### config.mk
export PLATFORM = sky130hd
export DESIGN_NAME = audio_sample_feeder
export DESIGN_NICKNAME = d
export VERILOG_FILES = /design/src/rtl/audio_sample_feeder.sv
export SDC_FILE = /design/constraint.sdc
export NUM_CORES = 1
export LEC_CHECK = 0
export CAP_MARGIN = 20
export CORE_MARGIN = 5
export CORE_UTILIZATION = 55
export DETAILED_ROUTE_END_ITERATION = 10
export DONT_BUFFER_PORTS = 1
export GPL_ROUTABILITY_DRIVEN = 1
export PLACE_DENSITY = 0.8
export SETUP_SLACK_MARGIN = 0.5
export SLEW_MARGIN = 20
export SYNTH_ARGS = -nofsm -noshare
export SYNTH_HDL_FRONTEND = slang
export SYNTH_SLANG_ARGS = --single-unit
### constraint.sdc
create_clock -name clk -period 12.91 [get_ports clk]
set_clock_uncertainty 0.1 [all_clocks]
set_input_delay 1.291 -clock clk [delete_from_list [all_inputs] [get_ports clk]]
set_output_delay 1.291 -clock clk [all_outputs]
set_load 0.01 [all_outputs]
### src/rtl/audio_sample_feeder.sv
// rtl/audio_sample_feeder.sv - sample FIFO that feeds one volume-scaled PWM level per frame
// Frame counter, sample FIFO, per-frame pop with gain scaling and sticky underrun flag.
module audio_sample_feeder #(
   parameter int DEPTH      = 16,
   parameter int FRAME_BITS = 8
) (
   input  logic                     clk,
   input  logic                     rst_n,
   input  logic [7:0]               in_data,
   input  logic                     in_valid,
   output logic                     in_ready,
   input  logic [2:0]               vol,
   input  logic                     clr_underrun,
   output logic [7:0]               level,
   output logic                     frame_strobe,
   output logic [$clog2(DEPTH):0]   fill_count,
   output logic                     half_empty,
   output logic                     underrun
);

   localparam int AW = $clog2(DEPTH);
   localparam int CW = AW + 1;

   logic [FRAME_BITS-1:0] frame_cnt;
   logic [7:0]            mem [DEPTH];
   logic [AW-1:0]         wr_ptr;
   logic [AW-1:0]         rd_ptr;
   logic                  frame_max;
   logic                  push;
   logic                  pop;
   logic [CW-1:0]         next_count;

   logic signed [11:0]    d_ext;
   logic signed [11:0]    g_ext;
   logic signed [11:0]    prod;
   logic signed [11:0]    prod_sh;
   logic [7:0]            scaled;

   assign frame_max = &frame_cnt;
   assign push      = in_valid && in_ready;
   assign pop       = frame_max && (fill_count != '0);

   always_comb begin
      next_count = fill_count;
      if (push && !pop)
         next_count = fill_count + CW'(1);
      else if (!push && pop)
         next_count = fill_count - CW'(1);
   end

   // Offset-binary to signed, multiply by vol+1, divide by 8, back to offset-binary.
   always_comb begin
      d_ext   = {{4{mem[rd_ptr][7] ^ 1'b1}}, ~mem[rd_ptr][7], mem[rd_ptr][6:0]};
      g_ext   = {8'd0, ({1'b0, vol} + 4'd1)};
      prod    = d_ext * g_ext;
      prod_sh = prod >>> 3;
      scaled  = {~prod_sh[7], prod_sh[6:0]};
   end

   always_ff @(posedge clk) begin
      if (push)
         mem[wr_ptr] <= in_data;
   end

   always_ff @(posedge clk) begin
      if (!rst_n) begin
         frame_cnt    <= '0;
         wr_ptr       <= '0;
         rd_ptr       <= '0;
         fill_count   <= '0;
         level        <= 8'h80;
         frame_strobe <= 1'b0;
         underrun     <= 1'b0;
         half_empty   <= 1'b1;
         in_ready     <= 1'b0;
      end else begin
         frame_cnt    <= frame_cnt + FRAME_BITS'(1);
         frame_strobe <= frame_max;
         if (push)
            wr_ptr <= wr_ptr + AW'(1);
         if (pop)
            rd_ptr <= rd_ptr + AW'(1);
         fill_count <= next_count;
         half_empty <= next_count < CW'(DEPTH / 2);
         in_ready   <= next_count != CW'(DEPTH);
         if (frame_max)
            level <= pop ? scaled : 8'h80;
         // A set on an empty frame boundary takes priority over a clear request.
         if (frame_max && fill_count == '0)
            underrun <= 1'b1;
         else if (clr_underrun)
            underrun <= 1'b0;
      end
   end

endmodule
==> flow_summary.ini <==
[logic_synthesis]
syn_nets = 565
seq_area_frac_synth_pct = 60.6
synth-compound-area-share_pct = 2.86
ys_warn_count = 0
syn_area_per_cell_um2 = 14.8
yosys.area_share.adder_pct = 8.00
dominantRegCellSynth = edfxtp_1
synthSimpleGateAreaFrac_pct = 10.4
synth_seq_cells = 165
synthMuxAreaShare_pct = 12.4
ys_types = 53
syn_inst = 510
synth_edf_count = 128
synth_top_family_by_area = multiplexers
synthXorXnorAreaFrac_pct = 2.66
syn_area_mm2 = 0.00757
synthArstFlopShare_pct = 0

[finish]
final_common_cell = edfxtp_1
nets = 570
fillers = 939
area_delta_synth_final_pct = 10.6
antenna_cells = 0
final_layout_size_suffix_gt1_share_pct = 15.3
layout_common_cells = edfxtp_1 (128), inv_1 (39), mux4_2 (37)

[timing]
rsz0062_at_grt = no
worst_slew_pin_slew_ps = 967
post-route-min-period_ps = 5530
setup_tns_ps = 0
hold_viol = 0
fin_crit_sh_pct = 42.9
fmax_mhz = 181
final_max_slew_viol_count = 0
finalSetupViolCount = 0
max_slew_margin_pct = 35.6
whs_ps = 363

[worst_setup_path]
path_max_fanout = 29
critPathArrivalTime_ps = 5720
cp-start-kind = register
rr_worst_depth = 17
worstPathRequired_ps = 13100
r2r_setup_slack_ps = 7380
r2r_end = level[7]
crit_type = reg -> reg
end_kind = register

[routing]
first_pass_iters = 5
drtIter0Drc = 384
drt-total-wl_mm = 15.6
post_drt_via_cell_ratio = 6.02
vias = 4236
route.detailed.drc = 0
wl_per_cell_um = 22.2
postRouteAntennaNets = 0

[clock_tree]
clk_path_buf_depth = 2
cts_setup_buffers = 0
ctsResizeCount = 0
clock_latency_ps = 430
ctsHoldBuffers = 0
cts_tree = done
cts-buffers-inserted = 17
path_clk_slew_ps = 60
cts.sinks = 165
cts-root-buf = clkbuf_16
htreeDepth = 4

[min_path]
hold_class = reg -> reg
min_to = frame_cnt[0]
hold_path_depth = 1
worstHoldStart = frame_cnt[0]

[grt]
track_usage_pct = 20.7
antenna_found_initial = 0
grt_pass1_vias = 4330
grt.overflow.total = 0
grt_pass1_wl_mm = 24.8
grt_max_degree = 30

[power]
ir_drop_mv = 0.113
powerDensity_mw_per_mm2 = 146
p_leak_nw = 2.96

[floorplanning]
row_count = 42
die-area_mm2 = 0.0162
chipHeight_um = 127
ioPinCount = 32
core_mm2 = 0.0133
start_util_pct = 56.7
fp.dieW_um = 127

[place]
port-buffer-count = 0
hpwl_mm = 9.58
globalplace.congestion = 0.804

[outcome]
status = completed

[job]
cap_violations = 0
[critical path, cell delays in order, from the launching register on]
cell and delay, ps:
dfxtp_2 960, mux4_2 600, mux4_2 510, and2_1 180
ha_1 270, inv_1 50, fa_1 500, fa_1 550
inv_1 40, ha_1 340, nor2b_1 170, o21ai_1 180
a21boi_1 120, o21ai_1 170, a21oi_1 100, o21ai_0 190
nor4b_1 260, o311ai_1 110
[per-stage QoR]
stage               util (%)  area, µm²  cells  setup WS (ps)  power [mW]
floorplan                  -       7570    510           7900       0.658
CTS                     62.7       8370    704           7340        1.23
detailed placement      57.8       7720    672           7380       0.677
global placement        57.8       7720    672           7470       0.673
global route            62.7       8370    704           6870        1.26
finish                  62.7       8370    704           7380        1.22
[cell type report]
cell class | instances | area [µm²] | area share, %
clock buffer | 17 | 425 | 5.08
clock inverter | 15 | 223 | 2.66
inverter | 41 | 154 | 1.84
multi-input combinational | 288 | 2750 | 32.8
sequential | 165 | 4590 | 54.8
tap | 176 | 220 | 2.63
timing repair buffer | 2 | 15.0 | 0.179
[flip-flops by register name, indices dropped and copies added (netlist names), named ones only]
name	flops
mem	128
frame_cnt	8
level	8
fill_count	5
rd_ptr	4
wr_ptr	4
frame_strobe	1
half_empty	1
in_ready	1
underrun	1
[power by group]
| part | total [mW] | switching [mW] | internal [mW] |
|---|---|---|---|
| combinational | 0.0848 | 0.0490 | 0.0358 |
| sequential | 0.581 | 0.00505 | 0.576 |
| clock | 0.555 | 0.210 | 0.345 |
| total | 1.22 | 0.264 | 0.957 |
[per-layer routing]
layer	vias to the layer above	part of all wire, %	track usage, %
met2	155	52	35.2
li1	1884	-	-
met4	0	2.2	8.26
met1	2173	40	25.8
met5	-	0	0
met3	24	6.2	4.51
[logic make-up (layout without fill, tap and decap cells)]
logic type,after synthesis,count (layout)
flip-flops,165,165
AND/OR/NAND/NOR,145,145
buffers and inverters,57,75
multiplexers,45,45
adder cells (fa/ha/maj),40,40
AO/OA/AOI/OAI,35,35
XOR/XNOR,23,23
[Yosys cell counts, types with 2 or more instances]
| master | instances | area share [%] |
|---|---|---|
| edfxtp_1 | 128 | 51 |
| inv_1 | 39 | 1.9 |
| dfxtp_1 | 37 | 9.8 |
| mux4_2 | 37 | 11 |
| nor2_1 | 33 | 1.6 |
| and2_1 | 28 | 2.3 |
| ha_1 | 26 | 4.3 |
| nand2_1 | 24 | 1.2 |
| a21oi_1 | 14 | 0.93 |
| fa_1 | 14 | 3.7 |
| xor2_1 | 14 | 1.6 |
| nor2b_1 | 12 | 0.99 |
| nand3_1 | 10 | 0.66 |
| and3_1 | 9 | 0.74 |
| xnor2_1 | 9 | 1.0 |
| clkbuf_1 | 8 | 0.40 |
| nand2b_1 | 7 | 0.58 |
| mux2i_1 | 5 | 0.66 |
| nor3_1 | 5 | 0.33 |
| o21ai_0 | 4 | 0.26 |
| o21ai_1 | 4 | 0.26 |
| buf_2 | 3 | 0.20 |
| nand4_1 | 3 | 0.25 |
| a31oi_1 | 2 | 0.17 |
| buf_1 | 2 | 0.099 |
| buf_6 | 2 | 0.30 |
| inv_2 | 2 | 0.099 |
| o22ai_1 | 2 | 0.17 |
| o31a_1 | 2 | 0.23 |
| or3_1 | 2 | 0.17 |
[worst max path at each step]
stage	start	to	slack [ps]	cells past startpoint
final	register	level[7]	7380	17
after global routing	register	level[7]	6870	17
after CTS	register	level[7]	7340	17
after detailed placement	register	level[7]	7380	17
after global placement	register	level[7]	7470	17
after floorplan	register	level[7]	7900	19
No activity file was read; power rests on OpenSTA's default activity.
